[src/rtl/seq_counter_pkg.sv]
// seq_counter_pkg: shared constants, preload table and index stepping for seq_counter
package seq_counter_pkg;
  localparam logic [17:0] LEGACY_SEQ = {3'd2, 3'd7, 3'd4, 3'd5, 3'd3, 3'd0};
  typedef logic [6:0] idx_t;
  typedef struct packed {
    idx_t idx;
    logic wrap;
  } step_t;
  function automatic logic [15:0] preload(input int i, input int width, input int depth, input bit legacy);
    return (legacy && i < depth) ? 16'(LEGACY_SEQ[3*(i%6) +: 3]) : 16'(i & ((1 << width) - 1));
  endfunction
  function automatic step_t step_idx(input idx_t idx, input logic dir, input idx_t depth);
    step_t s;
    s.wrap = dir ? (idx == '0) : (idx == depth - 7'd1);
    s.idx = dir ? (s.wrap ? depth - 7'd1 : idx - 7'd1) : (s.wrap ? '0 : idx + 7'd1);
    return s;
  endfunction
endpackage

[src/rtl/seq_table.sv]
// seq_table: DEPTH x WIDTH code table with reset preload, one write port and write-through read
module seq_table
  import seq_counter_pkg::*;
#(
  parameter int WIDTH  = 3,
  parameter int DEPTH  = 6,
  parameter bit LEGACY = 1'b1,
  parameter int IW     = $clog2(DEPTH)
) (
  input  logic             clk,
  input  logic             clear,
  input  logic             we,
  input  logic [IW-1:0]    waddr,
  input  logic [WIDTH-1:0] wdata,
  input  logic [IW-1:0]    raddr,
  output logic [WIDTH-1:0] rdata
);
  logic [WIDTH-1:0] mem [DEPTH];
  always_ff @(posedge clk)
    if (!clear)
      for (int i = 0; i < DEPTH; i++) mem[i] <= WIDTH'(preload(i, WIDTH, DEPTH, LEGACY));
    else if (we)
      mem[waddr] <= wdata;
  assign rdata = (we && waddr == raddr) ? wdata : mem[raddr];
endmodule

[src/rtl/seq_counter.sv]
// seq_counter: steps through a programmable code table forward or reverse with load, wrap and error flags
module seq_counter
  import seq_counter_pkg::*;
#(
  parameter int WIDTH  = 3,
  parameter int DEPTH  = 6,
  parameter bit LEGACY = 1'b1,
  localparam int IW    = $clog2(DEPTH)
) (
  input  logic             clk,
  input  logic             clear,
  input  logic             en,
  input  logic             dir,
  input  logic             load,
  input  logic [IW-1:0]    load_idx,
  input  logic             wr_en,
  input  logic [IW-1:0]    wr_addr,
  input  logic [WIDTH-1:0] wr_data,
  output logic [WIDTH-1:0] q,
  output logic [IW-1:0]    idx,
  output logic             wrap,
  output logic             err
);
  localparam logic [IW:0] DEPTH_L = (IW+1)'(DEPTH);
  if (LEGACY && (WIDTH < 3 || DEPTH != 6)) begin : g_bad_cfg
    $error("seq_counter: LEGACY=1 requires WIDTH>=3 and DEPTH=6");
  end
  logic             ld_bad, wr_bad, wrap_n;
  logic [IW-1:0]    idx_n;
  logic [WIDTH-1:0] rd;
  step_t            st;
  assign ld_bad = load && {1'b0, load_idx} >= DEPTH_L;
  assign wr_bad = wr_en && {1'b0, wr_addr} >= DEPTH_L;
  always_comb begin
    st = step_idx(idx_t'(idx), dir, idx_t'(DEPTH));
    idx_n = load ? (ld_bad ? idx : load_idx) : en ? IW'(st.idx) : idx;
    wrap_n = !load && en && st.wrap;
  end
  seq_table #(.WIDTH(WIDTH), .DEPTH(DEPTH), .LEGACY(LEGACY), .IW(IW)) u_table (
    .clk(clk),
    .clear(clear),
    .we(wr_en && !wr_bad),
    .waddr(wr_addr),
    .wdata(wr_data),
    .raddr(idx_n),
    .rdata(rd)
  );
  always_ff @(posedge clk)
    if (!clear) begin
      idx  <= '0;
      q    <= WIDTH'(preload(0, WIDTH, DEPTH, LEGACY));
      wrap <= 1'b0;
      err  <= 1'b0;
    end else begin
      idx  <= idx_n;
      q    <= rd;
      wrap <= wrap_n;
      err  <= ld_bad || wr_bad;
    end
endmodule

[config.mk]
export PLATFORM = sky130hd
export DESIGN_NAME = seq_counter
export DESIGN_NICKNAME = d
export VERILOG_FILES = /design/src/rtl/seq_counter_pkg.sv /design/src/rtl/seq_table.sv /design/src/rtl/seq_counter.sv
export SDC_FILE = /design/constraint.sdc
export NUM_CORES = 1
export LEC_CHECK = 0
export BUFFER_PORTS_ARGS = -buffer_cell sky130_fd_sc_hd__buf_2
export CAP_MARGIN = 30
export CORE_MARGIN = 1
export CORE_UTILIZATION = 40
export CTS_CLUSTER_SIZE = 40
export DETAILED_ROUTE_END_ITERATION = 8
export PLACE_DENSITY_LB_ADDON = 0.3
export SETUP_SLACK_MARGIN = 0.2
export SLEW_MARGIN = 20
export SYNTH_ARGS = -nofsm -noshare
export SYNTH_HDL_FRONTEND = slang
export SYNTH_SLANG_ARGS = --single-unit
[constraint.sdc]
create_clock -name clk -period 2.2 [get_ports clk]
set_input_delay 0.22 -clock clk [delete_from_list [all_inputs] [get_ports clk]]
set_output_delay 0.22 -clock clk [all_outputs]
set_load 0.05 [all_outputs]
==> Yosys cells after proc, flatten, opt, wreduce, memory -nomap -nowiden <==
Memories as Yosys holds them, arrays and structs flattened. A register that Yosys moved wholly into a read port is not among the register bits.
Index checks and enable logic that the tools add are counted.
{ "totals": {"regBits": 5, "mem_bits_rw": 18, "in_bits": 15, "word_cells": 34, "memories": 1} }
{ "memory_table": {"columns": ["name", "depth", "word_bits", "rd", "rd_clocked_by_memory_dff", "write_ports", "line_no", "source"], "rows": [
  ["u_table.mem", 6, 3, 1, 1, 6, "seq_table.sv:18", "logic [WIDTH-1:0] mem [DEPTH];"]
]} }
{ "classes": {"add_sub_neg": 2, "magnitude_cmp": 2, "eq_ne": 1, "mux": 14, "n_reduce_logical": 11} }
{ "op_table": {"columns": ["op", "count"], "rows": [
  ["$mux W3", 8],
  ["$ge A3 B3 Y1 const B", 2],
  ["$mux W1", 6],
  ["$logic_and A1 B1 Y1", 5],
  ["$add A3 B1 Y3 const B", 1],
  ["$eq A3 B3 Y1 const B", 1],
  ["$logic_not A1 Y1", 3],
  ["$logic_not A3 Y1", 1],
  ["$reduce_or A3 Y1", 1],
  ["$sub A3 B1 Y3 const B", 1],
  ["$logic_or A1 B1 Y1", 1]
]} }

==> Depth between registers and ports, before layout <==
{ "logic_depth": {"depth_word": 9, "mapped_depth": 10, "mapped_depth_nobuf": 9} }

==> Modules after synthesis <==
Synthesis repeated with hierarchy kept, for this count alone.
{ "hier_totals": {"hier_cells": 136, "hier_area_um2": 1709.1} }
{ "by_module_without_submodules": {"columns": ["mod", "instances", "cells_each", "area_per_inst_um2"], "rows": [
  ["seq_table", 1, 83, 1209.9],
  ["seq_counter", 1, 53, 499.2]
]} }

==> Worst setup path before layout <==
OpenSTA, ideal clock, no wires.
{ "synth_path": {"kind": "reg-to-reg", "from": "register idx[0]", "to": "register q[0] (read register of u_table.mem)", "setup_time_ns": 0.126, "arrival_time_ns": 2.341, "path_slack_ns": -0.267, "stages_incl_launch_ff": 11, "synth_period_minus_slack_ns": 2.467, "cell_sequence": "dfxtp_1 inv_1 ha_1 xor2_1 o2111ai_1 nand3_2 buf_4 mux2i_1 mux2i_1 mux2i_1 a21oi_2"} }
{ "synth_between": {"elab_chain_cells": 6} }
{ "synth_lines": {"columns": ["element", "line_no", "source"], "rows": [
  ["from (decl)", "seq_counter.sv:20", "output logic [IW-1:0] idx,"],
  ["from (signal assigned)", "seq_counter.sv:55", "idx <= idx_n;"],
  ["branches (longest 5 deep; another with $add A3 B1 Y3)", null, null],
  ["$mux W3 *", "seq_counter.sv:36", "idx_n = load ? (ld_bad ? idx : load_idx) : en ? IW'(st.idx) : idx;"],
  ["to (decl)", "seq_counter.sv:19", "output logic [WIDTH-1:0] q,"]
]} }
Mark *: on every way between the ends.
A chain may end at the register's enable or synchronous reset.

==> Worst setup path after layout <==
{ "layout_path": {"from": "register idx[0]", "to": "register q[1] (read register of u_table.mem)"} }
The elaborated chain is that of the path after synthesis.

==> flow_summary.toml <==
[setup_path]
crit_fanout = 7
rrSetupSlack_ns = 0.16
path_common_cell = "mux2i_1"
endpoint_kind = "register"
cp.arrival_ns = 2.22
startpoint_type = "register"
crit_chain = "inv_4, ha_4, xor2_2, o2111ai_4, nand3_4, clkbuf_16, mux2i_1, mux2i_1, mux2i_1, a21oi_2"
path_class = "reg2reg"
crit_slowest_cell = "dfxtp_4"
required_ns = 2.37
cpPeakStageDelay_ns = 0.39
cp_top_family = "multiplexers"
path_buf_inv = 2

[synthesis]
syn_avg_cell_area_um2 = 11.85
ys_warn_count = 0
ys_seq_area_share_pct = 47.63
synth_seq_cells = 32
syn_area_um2 = 1849
synth_cells = 156
synth_cell_types = 50

[clock_network]
cts.sinks = 32
htree_levels = 2
cts_tree = "done"
cts.reportedPaths.clkPinSlew_ns = 0.06
cts-buffers-inserted = 5
ctsHoldBuffers = 0
cts-root-buf = "clkbuf_8"
max-clock-path-buffers = 2
clk-insertion-delay-late_ns = 0.29

[grt]
grt_max_degree = 16
grt_pass1_vias = 1349
grt_pass1_wl_mm = 6.775
track_usage_pct = 17.85
grt.overflow.total = 0
antenna_found_initial = 0

[die]
pin_count = 23
core_area_um2 = 4384
die_y_um = 70.00
num_rows = 24
die_x_um = 70.00
dieArea_um2 = 4899
start_util_pct = 42.18

[cells_and_area]
layout_commonest_cell = "edfxtp_1"
syn2layout_area_growth_pct = 29.63
drive_above_1_share_pct = 41.00
num-fill-cells = 369
nets = 218
diodes = 0
final_cell_area_um2 = 2397
layout_common_cells = "24 x edfxtp_1, 22 x buf_2, 19 x mux2i_1, 12 x buf_4, 9 x nand2_1"

[drt]
ant_nets = 0
initialDrtViolationCount = 54
vias = 1343
routed_wl_mm = 4.135
viasPerCell = 5.329
drtPass1Iterations = 4
drcViolationCount = 0
avgRoutedWirePerCell_um = 16.41

[placed_design]
post_dp_cell_area_um2 = 2085
portBuffers = 22
gp_congestion = 0.8466
hpwl_mm = 2.902

[sta]
max-slew-margin-rel_pct = 59.15
fmax_mhz = 489.1
rsz0062_at_grt = "true"
hold_violations = 0
setup_violations = 0
tns_ns = 0
post-route-min-period_ns = 2.045
tightest_slew_ns = 0.6063
fin_crit_sh_pct = 92.93
timing.final.max_slew_violations = 0
skew_ns = 0.003475

[pwr]
power_mw = 1.705
power_density_nw_per_um2 = 711.0
p_leak_nw = 0.9212
irDropWorstVdd_mv = 0.3009

[flow_run]
cap_violations = 0

[outcome]
status = "finished, final reports clean"

[min_path]
hold_class = "in2reg"
-- state kept, by name, summed over array words and instances (netlist names) --
signal and count:
u_table.mem 24, err 1, wrap 1, q 3, idx 3
-- worst min-delay path, cell delays in order --
cell and delay (ns):
buf_2 0.13, nand2_1 0.06, a21oi_1 0.06
-- kinds of logic after synthesis --
kind of cell | synth area share (%)
and+or+nand+nor | 21.31
DFF | 47.63
AOI/OAI and AO/OA | 11.43
muxes | 11.91
buffers and inverters | 3.382
adders and majority gates | 2.706
xor gates and xnor gates | 1.421
other | 0.2028
-- cell usage after synthesis (all sizes together) --
library cell  instances  area, um^2
or3                   2       12.51
nand3b                2       15.01
a311o                 1       10.01
inv                   4       15.01
a21oi                 6       41.29
and4                  2       17.52
clkbuf                3       21.27
nor3b                 2       15.01
a32oi                 2       43.80
mux2i                22       220.2
buf                   3       26.27
xor2                  2       17.52
o31ai                 4       30.03
nor2                  2       7.510
or2b                  3       25.03
or2                   4       27.53
xnor2                 1       8.760
conb                  1       3.750
nand3                 5       42.54
edfxtp               24       720.7
o21ai                 6       30.02
a31oi                 2       12.51
ha                    4       50.05
nand4b                1       8.760
nand2b                8       57.55
and2b                 1       8.760
nor4                  1       6.260
nor3                  5       25.02
or4                   1       11.26
a211o                 1       8.760
nand2                11       48.80
dfxtp                 8       160.2
o2111ai               1       8.760
and2                  7       46.29
and3                  2       12.51
nor2b                 1       6.260
o311ai                1       26.28
-- area by class of cell --
type,count,area [um^2],area share [%]
clock buffers,5,68.82,2.871
well taps,52,65.06,2.714
repair buffers,37,265.3,11.06
inverters,4,20.02,0.8351
clock inverters,3,37.54,1.566
flip-flops and latches,32,888.4,37.06
multi-input cells,119,1052,43.89
-- metal layers --
metal | global-route usage, % | vias up | share of wire [%]
met5 | 0 | - | 0
met4 | 4.667 | 0 | 1.3
met3 | 4.762 | 6 | 3.8
met2 | 29.17 | 23 | 48
met1 | 23.40 | 657 | 46
li1 | - | 657 | -
-- power by group --
group | internal [mW] | switching [mW]
Combinational | 0.189 | 0.245
Clock | 0.330 | 0.221
Sequential | 0.696 | 0.0241
Total | 1.21 | 0.490
-- per-stage QoR --
| step | utilization [%] | std cells | hold slack, ns | worst slack, ns |
|---|---|---|---|---|
| after CTS | 52.23 | 248 | 0.2263 | 0.1714 |
| after detailed placement | 47.55 | 235 | 0.5286 | 0.08914 |
| final | 54.68 | 252 | 0.2362 | 0.1555 |
| after floorplan | - | 161 | 0.3605 | 0.1905 |
| after global placement | 47.55 | 235 | 0.5235 | 0.1811 |
| after global routing | 54.68 | 252 | 0.2310 | 0.08117 |
-- final timing paths --
kind | from | cells past startpoint | to
max | idx[0]$_SDFF_PN0_ | 10 | q[1]$_SDFF_PN0_
min | load_idx[2] | 3 | err$_SDFF_PN0_
max reg2reg | idx[0]$_SDFF_PN0_ | 10 | q[1]$_SDFF_PN0_
min reg2reg | idx[2]$_SDFF_PN0_ | 2 | idx[2]$_SDFF_PN0_
-- what timing repair did --
item,CTS,global route
pin swaps,5,5
resized for setup,8,12
setup buffers,5,3
hold endpoints to repair,0,0
cloned,0,1
setup endpoints to repair,3,3
Power figures use the tool's default switching activity.
